`src/rtl/pb_cmd_decoder.sv`:
```
// Two-button command decoder: synchronize, debounce, turn debounced presses into SLOW/FAST commands
// behind a valid/ack handshake. Define LONG_PRESS_EN to also issue STOP on a long hold.
module pb_cmd_decoder #(
    parameter int DEBOUNCE_CYCLES = 1000000,
    parameter int LONG_CYCLES     = 100000000
) (
    input  logic       clk,
    input  logic       rst,
    input  logic       PB1,
    input  logic       PB2,
    output logic [1:0] cmd,
    output logic       cmd_valid,
    input  logic       cmd_ack,
    output logic [1:0] mode,
    output logic       overrun
);

    localparam int DB_W = $clog2(DEBOUNCE_CYCLES + 1);
    localparam logic [DB_W-1:0] DB_LAST = DB_W'(DEBOUNCE_CYCLES - 1);

    localparam logic [1:0] CMD_SLOW = 2'b01;
    localparam logic [1:0] CMD_FAST = 2'b10;
    localparam logic [1:0] CMD_STOP = 2'b11;

    if (DEBOUNCE_CYCLES < 1 || LONG_CYCLES < 1) begin : g_bad_params
        $error("pb_cmd_decoder: DEBOUNCE_CYCLES and LONG_CYCLES must be >= 1");
    end

    logic [1:0] w_pb;
    logic [1:0] w_press;
    logic [1:0] w_stop;
    logic       w_settled;
    logic       w_evt;
    logic [1:0] w_code;

    logic [1:0] r_settle;
    logic [1:0] r_cmd;
    logic       r_cmd_valid;
    logic [1:0] r_mode;
    logic       r_overrun;

    assign w_pb      = {PB2, PB1};
    assign w_settled = r_settle[1];

    // The synchronizer only holds a real button sample two edges after reset; arming waits for that.
    always_ff @(posedge clk or negedge rst) begin
        if (!rst) begin
            r_settle <= 2'd0;
        end else if (!r_settle[1]) begin
            r_settle <= r_settle + 2'd1;
        end
    end

    for (genvar gi = 0; gi < 2; gi++) begin : g_btn
        logic            r_sync1;
        logic            r_sync2;
        logic            r_db;
        logic            r_db_d1;
        logic            r_armed;
        logic [DB_W-1:0] r_db_cnt;

        always_ff @(posedge clk or negedge rst) begin
            if (!rst) begin
                r_sync1  <= 1'b1;
                r_sync2  <= 1'b1;
                r_db     <= 1'b1;
                r_db_d1  <= 1'b1;
                r_armed  <= 1'b0;
                r_db_cnt <= '0;
            end else begin
                r_sync1 <= w_pb[gi];
                r_sync2 <= r_sync1;
                r_db_d1 <= r_db;
                if (r_sync2 == r_db) begin
                    r_db_cnt <= '0;
                end else if (r_db_cnt == DB_LAST) begin
                    r_db     <= r_sync2;
                    r_db_cnt <= '0;
                end else begin
                    r_db_cnt <= r_db_cnt + 1'b1;
                end
                // A button held through reset stays disarmed until it is seen released.
                if (w_settled && r_sync2) begin
                    r_armed <= 1'b1;
                end
            end
        end

        assign w_press[gi] = r_armed & r_db_d1 & ~r_db;

`ifdef LONG_PRESS_EN
        localparam int HL_W = $clog2(LONG_CYCLES + 1);
        localparam logic [HL_W-1:0] HOLD_MAX  = HL_W'(LONG_CYCLES);
        localparam logic [HL_W-1:0] HOLD_LAST = HL_W'(LONG_CYCLES - 1);

        logic [HL_W-1:0] r_hold;

        always_ff @(posedge clk or negedge rst) begin
            if (!rst) begin
                r_hold <= '0;
            end else if (r_db) begin
                r_hold <= '0;
            end else if (r_hold != HOLD_MAX) begin
                r_hold <= r_hold + 1'b1;
            end
        end

        // Fires on the single edge the saturating counter reaches its limit.
        assign w_stop[gi] = r_armed & ~r_db & (r_hold == HOLD_LAST);
`else
        assign w_stop[gi] = 1'b0;
`endif
    end

    always_comb begin
        w_evt  = 1'b0;
        w_code = 2'b00;
        if (w_press[0]) begin
            w_evt  = 1'b1;
            w_code = CMD_SLOW;
        end else if (w_press[1]) begin
            w_evt  = 1'b1;
            w_code = CMD_FAST;
        end else if (w_stop[0] || w_stop[1]) begin
            w_evt  = 1'b1;
            w_code = CMD_STOP;
        end
    end

    always_ff @(posedge clk or negedge rst) begin
        if (!rst) begin
            r_cmd       <= 2'b00;
            r_cmd_valid <= 1'b0;
            r_mode      <= 2'b00;
            r_overrun   <= 1'b0;
        end else if (w_evt) begin
            r_cmd       <= w_code;
            r_mode      <= w_code;
            r_cmd_valid <= 1'b1;
            if (r_cmd_valid && !cmd_ack) begin
                r_overrun <= 1'b1;
            end
        end else if (r_cmd_valid && cmd_ack) begin
            r_cmd_valid <= 1'b0;
        end
    end

    assign cmd       = r_cmd;
    assign cmd_valid = r_cmd_valid;
    assign mode      = r_mode;
    assign overrun   = r_overrun;

endmodule

```
`config.mk`:
```
export PLATFORM = sky130hd
export DESIGN_NAME = pb_cmd_decoder
export DESIGN_NICKNAME = d
export VERILOG_FILES = /design/src/rtl/pb_cmd_decoder.sv
export SDC_FILE = /design/constraint.sdc
export NUM_CORES = 1
export LEC_CHECK = 0
export ABC_AREA = 1
export CAP_MARGIN = 20
export CORE_ASPECT_RATIO = 0.75
export CORE_MARGIN = 4
export CORE_UTILIZATION = 54
export DETAILED_ROUTE_END_ITERATION = 7
export PLACE_DENSITY_LB_ADDON = 0.15
export SYNTH_ARGS = -nofsm -noshare
export SYNTH_HDL_FRONTEND = slang
export SYNTH_SLANG_ARGS = --single-unit
export TNS_END_PERCENT = 1
```
`constraint.sdc`:
```
create_clock -name clk -period 2.2 [get_ports clk]
set_input_delay 0.22 -clock clk [delete_from_list [all_inputs] [get_ports clk]]
set_output_delay 0.22 -clock clk [all_outputs]
set_load 0.02 [all_outputs]
```
Word level (Yosys, flattened, before mapping). Index checks and enable logic that the tools add are counted.

Register bits: 56. Input port bits: 5. Output and inout bits: 6. Word-level logic and storage cells: 52.

Add/sub/neg operators: 3. Equal/unequal tests: 4. Multiplexer cells: 11. Bitwise operators: 8. Reduce and logical (&&, ||, !) cells: 9.

Operator list (count): 20-bit two-way mux (4); 20-bit by 1-bit adder with 20-bit output (second input constant) (2); 20-bit == test (second input constant) (2); 2-bit two-way mux (3); 2-bit AND reduction (3); 1-bit AND (4); 1-bit logical AND (4); 1-bit two-way mux (4); 1-bit inverter (4); 2-bit by 1-bit adder with 2-bit output (second input constant) (1); 1-bit == test (2); 2-bit nonzero test (1); 1-bit zero test (1).

Depth between registers and ports, before layout. Gate-level depths: netlist (run 1).

Word-level depth: 5. Mapped depth: 9. Mapped depth without buffers: 9.

Worst setup path after synthesis (run 1). No wires, ideal clock.

Path type: flip-flop to flip-flop. Start: register g_btn[0].r_db_cnt[0]. End: register g_btn[0].r_db_cnt[12]. Setup time: 0.129 ns. Data arrival time: 1.122 ns. Required time: 2.071 ns. Setup slack: 0.948 ns. Stages on the path, launching flop included: 7. Path buffers: 0. Clock period less this slack: 1.252 ns. Cell sequence: dfrtp_1 ha_1 nand3_4 nor2_4 nand2_2 xor2_1 nor2_2.

Longest elaborated chain between the ends: 3. Elaborated cells between the ends (all ways): 4. Classes of those cells: add/sub: 1; eq/ne: 1; mux: 2.

Ends and longest elaborated chain: from (decl) (line 60) `logic [DB_W-1:0] r_db_cnt;`; from (signal assigned) (line 80) `r_db_cnt <= r_db_cnt + 1'b1;`; 20-bit by 1-bit adder with 20-bit output or 20-bit == test (tied branches) (line 80, 76); 20-bit two-way mux (*) (line 76) `end else if (r_db_cnt == DB_LAST) begin`; 20-bit two-way mux (*) (line 74) `if (r_sync2 == r_db) begin`.

Mark *: on every way between the ends. The rest lies on a longest branch, timed or not. A chain may end at the register's enable or synchronous reset.

==> flow_summary_export.csv, run 1 <==
group,metric,value,unit
floorplan,ioPinCount,11,
yosys,synth.distinct_cells,30,
outcome,status,"completed",
detailed_routing,wl_per_cell,12.8,µm
detailed_routing,ant_nets,0,
clock_tree,clk_latency,0.31,ns
place,io_buffers,10,
power_and_ir_drop,p_sw,0.390,mW
critical_path,cp.required,1.98,ns
detailed_routing,first_iter_violations,238,
timing,setup_viol,0,
detailed_routing,vias,2319,
power_and_ir_drop,total_leakage_power,1.41,nW
clock_tree,clk_pin_slew,0.10,ns
clock_tree,postCtsHoldBufs,1,
clock_tree,cts_tree,"done",
timing,period_share,0.695,
clock_tree,h-tree-depth,2,
timing,final.setup_skew,0.00616,ns
yosys,ys_seq_area_frac,0.476,
hold_path,hp-class,"input port to register",
cells_and_area,syn_to_final_growth,11.4,%
grt,grt_util_all_layers,0.196,
cells_and_area,drive_gt1_frac,0.164,
detailed_routing,wirelength,5800,µm
critical_path,crit_family,"buffers and inverters",
timing,fmaxAchievable,0.654,GHz
timing,slew_viol_final,0,
critical_path,crit_chain,"clkdlybuf4s50_1",
power_and_ir_drop,internal_power,1.47,mW
timing,hold_viol,0,
flow_run,maxCapViolCount,0,
critical_path,critPathArrivalTime,1.31,ns
grt,antenna_found_initial,0,
cells_and_area,fin_util,0.620,
clock_tree,cts_resized,0,
timing,setup_tns,0,ns
timing,tightest_slew,0.579,ns
detailed_routing,dr.pass1.iters,5,
floorplan,dieArea,6750,µm²
grt,grt_pass1_wl,10500,µm
power_and_ir_drop,power_frac_clock,0.395,
place,dp_hpwl,4450,µm
yosys,yosysWarnings,0,
floorplan,initial_core_util,0.557,
grt,grt_overflow_total,0,
yosys,avgSynthCellArea,8.25,µm²
cells_and_area,diodes,0,
power_and_ir_drop,pwr-share-seq,0.566,
timing,rsz0062_at_grt,"false",
critical_path,worst_setup_path_end_kind,"output pin",
clock_tree,root_buffer,"clkbuf_8",
critical_path,slowest_delay,0.62,ns
yosys,synth_area_leader_cell,"dfrtp_1",
clock_tree,clkSinkCount,56,
grt,first_global_vias,2207,
critical_path,startpoint_type,"register",
yosys,yosys_register_bits,56,
timing,maxSlewHeadroom,0.614,
place,gp_congestion,0.951,
floorplan,fp.coreArea,5320,µm²
yosys,synth_fp_nets,366,
clock_tree,clock_tree.buffer_depth,2,
clock_tree,numCtsBuffers,5,
power_and_ir_drop,p_sw_frac,0.209,
floorplan,rows,23,
critical_path,critPathSlowestCell,"clkdlybuf4s50_1",
cells_and_area,final_nets,383,
power_and_ir_drop,peakVddDrop,0.000407,V
clock_tree,postCtsSetupRepairBufs,0,
power_and_ir_drop,power_frac_comb,0.039,
yosys,synth.top_cell.area_share,0.405,
grt,grt_start_max_net_pins,32,
yosys,syn_inst,359,
floorplan,die_y,72.2,µm
yosys,synth_area_leaders,"dfrtp_1 (41%), nor2_1 (10%), nand2_1 (7.7%), dfstp_2 (7.1%), nand3_1 (4.4%)",
floorplan,die_width,93.5,µm
power_and_ir_drop,p_per_area,564,nW/µm²
yosys,syn_area,2960,µm²
detailed_routing,drc,0,
timing,fin_crit,1.53,ns
critical_path,crit_path_max_fanout,3,
critical_path,crit_buf_inv,1,
critical_path,crit_type,"register to output pin",
detailed_routing,routed_via_density,5.13,
==> cell usage in the layout, fill, tap and decap left out, drive strengths merged, types with 3 or more instances in the layout <==
master,instances
o21ai,5
dfstp,8
xnor2,11
nor2,99
nand4,7
clkbuf,7
nor3,4
clkdlybuf4s50,9
xor2,11
nand3,31
or2,3
dfrtp,48
a21oi,7
buf,4
o21bai,3
inv,35
nand2,75
==> sequential cells by signal, summed over array words and instances, names as in the netlist <==
signal / cells
r_settle: 2
g_btn.r_db_cnt: 40
g_btn.r_db: 2
g_btn.r_armed: 2
g_btn.r_sync2: 2
cmd_valid: 1
g_btn.r_db_d1: 2
mode: 2
overrun: 1
g_btn.r_sync1: 2
==> final timing paths <==
| check | start | to | slack (ns) | cells after the start |
|---|---|---|---|---|
| worst max-delay path | mode[1] | cmd[1] | 0.67 | 1 |
| worst min-delay path | PB2 | g_btn[1].r_sync1 | 0.30 | 1 |
| worst max register to register | g_btn[1].r_db_cnt[0] | g_btn[1].r_db_cnt[5] | 0.76 | 6 |
| worst min register to register | g_btn[0].r_sync1 | g_btn[0].r_sync2 | 0.36 | 0 |
| max in group asynchronous | rst | g_btn[0].r_db | 1.13 | 3 |
| min in group asynchronous | rst | g_btn[1].r_db_cnt[8] | 0.43 | 2 |
==> power by group through the flow <==
stage | Clock [mW] | Combinational, mW | Sequential [mW]
CTS | 0.755 | 0.0755 | 1.06
global route | 0.784 | 0.0843 | 1.06
floorplan | 0 | 0.0325 | 1.07
detailed placement | 0 | 0.0740 | 1.07
global placement | 0 | 0.0749 | 1.07
finish | 0.735 | 0.0729 | 1.06
==> cell type report <==
| class | count | area (µm²) |
|---|---|---|
| well taps | 75 | 93.8 |
| multi-input cells | 264 | 1400 |
| fillers | 467 | 2020 |
| clock buffers | 7 | 96.3 |
| flip-flops and latches | 56 | 1410 |
| clock inverters | 1 | 30.0 |
| inverters | 35 | 131 |
| repair buffers | 14 | 140 |
==> logic make-up (layout without fill, tap and decap cells) <==
kind of cell             count (synthesis)  in the layout  share of synthesized area
flip-flops                              56             56                      0.476
XOR/XNOR                                22             22                     0.0650
AND/OR/NAND/NOR                        222            222                      0.363
buffers and inverters                   39             57                     0.0519
adder cells (fa/ha/maj)                  2              2                    0.00844
AO/OA/AOI/OAI                           18             18                     0.0355
==> synthesized netlist by cell type (all sizes together) <==
cell type and instances:
o21bai 3, nor2 99, a21boi 1, xor2 11, and2 1, or2 3
inv 35, a21o 2, ha 2, buf 2, nand4 7, dfrtp 48
nand2 75, nand3b 2, nor3 4, clkbuf 2, a21oi 7, nand3 31
o21ai 5, dfstp 8, xnor2 11
==> per-stage QoR <==
stage                     cells  hold slack, ns  instance area [µm²]  power (mW)  setup WS [ns]
after floorplan             359         -0.0756                 2960        1.11          0.948
after global placement      443           0.259                 3160        1.15          0.829
after detailed placement    443           0.253                 3160        1.15          0.788
after CTS                   452           0.287                 3300        1.89          0.653
after global routing        452           0.294                 3300        1.93          0.601
final                       452           0.299                 3300        1.86          0.670
==> per-layer routing <==
metal,GRT usage,vias up,wire length [µm]
met4,0.0577,0,80
met3,0.0435,10,386
met5,0,-,0
met2,0.272,76,2240
li1,-,1154,-
met1,0.305,1079,3090
(Power assumes the default switching activity.)
==> run 2: changes to the inputs <==
Clock period 2.2 ns to 1.4 ns, I/O delays scaled along.
==> run 2 against run 1 <==
Against the previous run:
- design area is 1.8% higher
- final cell count is 0.66% higher
- setup slack worse by 0.60 ns
- routed wire length is 1.5% higher
- first-iteration DRC count is 33% lower
- combinational power is 76% higher
- core utilization is 1.1 points higher
- count of clock-buffer cells in the layout is 2 lower
==> flow_summary_export.csv, run 2 (same netlist as run 1, synthesis figures left out) <==
group,metric,value,unit
outcome,status,"completed",
grt,grt_overflow_total,0,
detailed_routing,wirelength,5890,µm
clock_tree,clkSinkCount,56,
timing,setup_tns,0,ns
cells_and_area,diodes,0,
critical_path,critPathSlowestCell,"dfrtp_1",
floorplan,initial_core_util,0.557,
grt,grt_start_max_net_pins,57,
power_and_ir_drop,power_frac_comb,0.048,
hold_path,hp-class,"input port to register",
timing,fin_hold_ws,0.227,ns
place,io_buffers,10,
timing,maxSlewHeadroom,0.803,
critical_path,startpoint_type,"register",
cells_and_area,final_common_cell,"nor2_1",
timing,fin_crit,1.33,ns
critical_path,crit_buf_inv,0,
clock_tree,clk_latency,0.31,ns
critical_path,slowest_delay,0.43,ns
timing,fmaxAchievable,0.752,GHz
cells_and_area,final_nets,386,
power_and_ir_drop,pwr-share-seq,0.622,
critical_path,crit_chain,"ha_4 > nand3_4 > nor2_4 > nand2_2 > xor2_1 > nor2_2",
cells_and_area,mostFrequentLayoutCells,"nor2_1 (80), nand2_1 (61), dfrtp_1 (44)",
clock_tree,clock_tree.buffer_depth,2,
clock_tree,h-tree-depth,2,
critical_path,crit_family,"simple AND/OR/NAND/NOR gates",
grt,antenna_found_initial,0,
power_and_ir_drop,power_frac_clock,0.330,
critical_path,crit_type,"register to register",
detailed_routing,dr.pass1.iters,5,
power_and_ir_drop,p_total,2.68,mW
place,dp_hpwl,4430,µm
clock_tree,cts_tree,"done",
cells_and_area,registers.top_by_ff_count,"g_btn.r_db_cnt",
timing,period_share,0.949,
flow_run,maxCapViolCount,0,
detailed_routing,routed_via_density,5.10,
power_and_ir_drop,total_leakage_power,1.44,nW
cells_and_area,largest_register_ffs,40,
detailed_routing,ant_nets,0,
detailed_routing,wl_per_cell,12.9,µm
place,gp_congestion,0.939,
cells_and_area,syn_to_final_growth,13.4,%
detailed_routing,drc,0,
floorplan,die_y,72.2,µm
critical_path,critPathArrivalTime,1.53,ns
floorplan,rows,23,
grt,grt_pass1_wl,10200,µm
timing,setup_viol,0,
clock_tree,numCtsBuffers,5,
clock_tree,root_buffer,"clkbuf_8",
detailed_routing,first_iter_violations,159,
timing,final.setup_skew,0.0115,ns
critical_path,crit_path_max_fanout,5,
grt,grt_util_all_layers,0.191,
power_and_ir_drop,p_sw,0.627,mW
floorplan,fp.coreArea,5320,µm²
floorplan,ioPinCount,11,
timing,slew_viol_final,0,
timing,rsz0062_at_grt,"true",
grt,first_global_vias,2115,
detailed_routing,vias,2321,
floorplan,dieArea,6750,µm²
critical_path,cp.required,1.60,ns
power_and_ir_drop,internal_power,2.05,mW
power_and_ir_drop,peakVddDrop,0.000576,V
clock_tree,clk_pin_slew,0.10,ns
floorplan,die_width,93.5,µm
timing,tightest_slew,0.295,ns
power_and_ir_drop,p_per_area,796,nW/µm²
timing,hold_viol,0,
power_and_ir_drop,p_sw_frac,0.234,
critical_path,worst_setup_path_end_kind,"register",
cells_and_area,drive_gt1_frac,0.192,
run 2: layout make-up:
type                    instances  area, µm²
clock buffers                   5       68.8
repair buffers                 17        155
fillers                       461       1960
clock inverters                 3       23.8
flip-flops and latches         56       1420
inverters                      35        131
multi-input cells             264       1470
well taps                      75       93.8
run 2: worst reg2reg max path: stages, from the launching register on:
cell and delay [ns]:
dfrtp_1 0.43, ha_4 0.18, nand3_4 0.13, nor2_4 0.19, nand2_2 0.10, xor2_1 0.17
nor2_2 0.04
run 2: stage by stage:
step           setup WS, ns   util  instance area, µm²  std cells
2_1_floorplan         0.148      -                2960        359
3_3_place_gp         0.0444  0.597                3180        445
3_5_place_dp        -0.0236  0.597                3180        445
4_1_cts             0.00331  0.617                3280        454
5_1_grt             -0.0214  0.631                3360        455
6_report             0.0707  0.631                3360        455
run 2: path summary, 6_finish.rpt:
path	from	end	slack, ns	depth (start not counted)
max reg2reg	g_btn[0].r_db_cnt[0]	g_btn[0].r_db_cnt[12]	0.07	6
min in group asynchronous	rst	g_btn[1].r_db_cnt[10]	0.36	3
max in group asynchronous	rst	g_btn[1].r_db	0.73	3
min	PB1	g_btn[0].r_sync1	0.23	1
max	g_btn[0].r_db_cnt[0]	g_btn[0].r_db_cnt[12]	0.07	6
min reg2reg	g_btn[1].r_sync1	g_btn[1].r_sync2	0.36	0
run 2: repair_timing:
item                                    in CTS  in global routing
pin swaps                                    0                  3
buffers inserted                             0                  1
endpoints found under the setup margin      12                 29
resized for setup                            8                 16
hold endpoints to repair                    48                  0
hold buffers                                 1                  0
run 2: power by group through the flow:
stage / registers, mW / logic (mW) / clock network, mW
2_1_floorplan: 1.69 / 0.0511 / 0
3_3_place_gp: 1.69 / 0.114 / 0
3_5_place_dp: 1.69 / 0.116 / 0
4_1_cts: 1.66 / 0.119 / 0.928
5_1_grt: 1.67 / 0.148 / 0.983
6_report: 1.66 / 0.128 / 0.884
run 2: layer usage:
| layer | wire length (µm) | track usage | vias to the layer above |
|---|---|---|---|
| met2 | 2290 | 0.250 | 78 |
| li1 | - | - | 1165 |
| met4 | 48 | 0.0401 | 0 |
| met5 | 0 | 0 | - |
| met1 | 3190 | 0.322 | 1073 |
| met3 | 364 | 0.0394 | 5 |
==> run 3: changes to the inputs <==
Settings changed: CTS_BUF_LIST set to sky130_fd_sc_hd__clkbuf_2, GPL_ROUTABILITY_DRIVEN set to 1.
==> run 3 against run 2 <==
Against the previous run:
- critical path depth is the same
- first-iteration DRC count is 6.9% higher
- sequential power hardly changed
- die area unchanged
- count of clock-buffer cells in the layout unchanged
- clock skew grew 0.012 ns
- largest power group unchanged
==> flow_summary_export.csv, run 3 (same netlist as run 1, synthesis figures left out) <==
group,metric,value,unit
outcome,status,"completed",
cells_and_area,final_common_cell,"nor2_1",
floorplan,dieArea,6750,µm²
detailed_routing,routed_via_density,5.10,
detailed_routing,highest_layer,"met4",
timing,tightest_slew,0.297,ns
detailed_routing,vias,2324,
cells_and_area,fin_util,0.624,
detailed_routing,dr.pass1.iters,5,
detailed_routing,first_iter_violations,170,
cells_and_area,fillers,467,
power_and_ir_drop,total_leakage_power,1.40,nW
floorplan,die_width,93.5,µm
critical_path,reg2reg_to,"g_btn[1].r_db_cnt[9]",
timing,fmaxAchievable,0.744,GHz
critical_path,r2r_cells,6,
timing,hold_viol,0,
detailed_routing,ant_nets,0,
hold_path,worstHoldStart,"PB2",
clock_tree,cts_tree,"done",
detailed_routing,drc,0,
clock_tree,clk_latency,0.43,ns
cells_and_area,registers.top_by_ff_count,"g_btn.r_db_cnt",
cells_and_area,largest_register_ffs,40,
critical_path,r2r_setup_slack,0.06,ns
detailed_routing,wl_met2,2260,µm
timing,period_share,0.961,
place,dp_slack,-0.0236,ns
grt,grt_overflow_total,0,
place,io_buffers,10,
floorplan,initial_core_util,0.557,
critical_path,cp.required,1.76,ns
timing,rsz0062_at_grt,"true",
detailed_routing,wl_per_cell,13.0,µm
critical_path,critPathArrivalTime,1.71,ns
power_and_ir_drop,p_total,2.43,mW
clock_tree,clock_tree.buffer_depth,2,
cells_and_area,drive_gt1_frac,0.218,
detailed_routing,wirelength,5910,µm
critical_path,crit_path_max_fanout,4,
critical_path,regToRegStartpoint,"g_btn[1].r_db_cnt[2]",
hold_path,hp-class,"input port to register",
critical_path,crit_type,"register to register",
timing,fin_ws,0.0552,ns
grt,grt_pass1_wl,10300,µm
floorplan,rows,23,
detailed_routing,wl_met3,303,µm
flow_run,maxCapViolCount,0,
grt,antenna_found_initial,0,
timing,fin_crit,1.34,ns
timing,setup_viol,0,
clock_tree,numCtsBuffers,5,
hold_path,worstHoldEndpoint,"g_btn[1].r_sync1",
clock_tree,clk_pin_slew,0.28,ns
clock_tree,h-tree-depth,2,
critical_path,worst_setup_path_end_kind,"register",
detailed_routing,m1WireLength,3300,µm
place,dp_hpwl,4430,µm
grt,grt_util_all_layers,0.193,
cells_and_area,mostFrequentLayoutCells,"nor2_1 (77), nand2_1 (61), dfrtp_1 (40)",
grt,grt_start_max_net_pins,57,
timing,setup_tns,0,ns
power_and_ir_drop,p_per_area,732,nW/µm²
clock_tree,root_buffer,"clkbuf_2",
floorplan,die_y,72.2,µm
critical_path,startpoint_type,"register",
timing,slew_viol_final,0,
clock_tree,clkSinkCount,56,
timing,final.setup_skew,0.0233,ns
critical_path,startpoint,"g_btn[1].r_db_cnt[2]",
cells_and_area,final_nets,387,
cells_and_area,diodes,0,
timing,fin_hold_ws,0.0882,ns
hold_path,min_path_cells,1,
floorplan,ioPinCount,11,
cells_and_area,syn_to_final_growth,12.1,%
place,gp_congestion,0.939,
timing,maxSlewHeadroom,0.802,
floorplan,fp.coreArea,5320,µm²
power_and_ir_drop,peakVddDrop,0.000582,V
grt,first_global_vias,2130,
==> run 3: layer usage <==
layer  up-vias  global-route usage
li1       1162                   -
met1      1091               0.324
met2        67               0.254
met3         4              0.0394
met4         0              0.0401
met5         -                   0
==> run 3: worst max-delay path, cell delays in order (launching register included) <==
cell     delay, ns
dfrtp_2       0.48
nand2_1       0.13
nor2_4        0.14
nand2_2       0.13
nor2_4        0.15
xor2_1        0.19
nor2_1        0.06
==> run 3: cell type report <==
cell class | instances | area, µm² | share of cell area
multi-input combinational | 264 | 1470 | 0.443
sequential | 56 | 1420 | 0.428
clock buffer | 5 | 25.0 | 0.00754
clock inverter | 3 | 23.8 | 0.00716
inverter | 35 | 131 | 0.0396
timing repair buffer | 18 | 153 | 0.0460
tap | 75 | 93.8 | 0.0283
==> run 3: worst max path at each step <==
stage | depth (start not counted) | end
6_report | 6 | g_btn[1].r_db_cnt[9]
5_1_grt | 6 | g_btn[1].r_db_cnt[12]
4_1_cts | 1 | cmd[0]
3_5_place_dp | 6 | g_btn[1].r_db_cnt[5]
3_3_place_gp | 6 | g_btn[0].r_db_cnt[18]
2_1_floorplan | 6 | g_btn[0].r_db_cnt[12]
==> run 3: through the flow <==
step | instance area (µm²) | instances
after CTS | 3260 | 454
after detailed placement | 3180 | 445
final | 3320 | 456
after global routing | 3320 | 456
after global placement | 3180 | 445
after floorplan | 2960 | 359
==> run 3: where the power goes <==
group | switching (mW) | internal [mW]
Sequential | 0.0224 | 1.65
Combinational | 0.0765 | 0.0506
Clock | 0.508 | 0.125
==> run 3: what timing repair did <==
item | 4_1_cts | 5_1_grt
cloned | 0 | 0
hold endpoints to repair | 56 | 1
gates resized for setup | 15 | 25
hold buffers | 1 | 1
endpoints found under the setup margin | 21 | 35
setup buffers | 0 | 1
pin swaps | 0 | 6
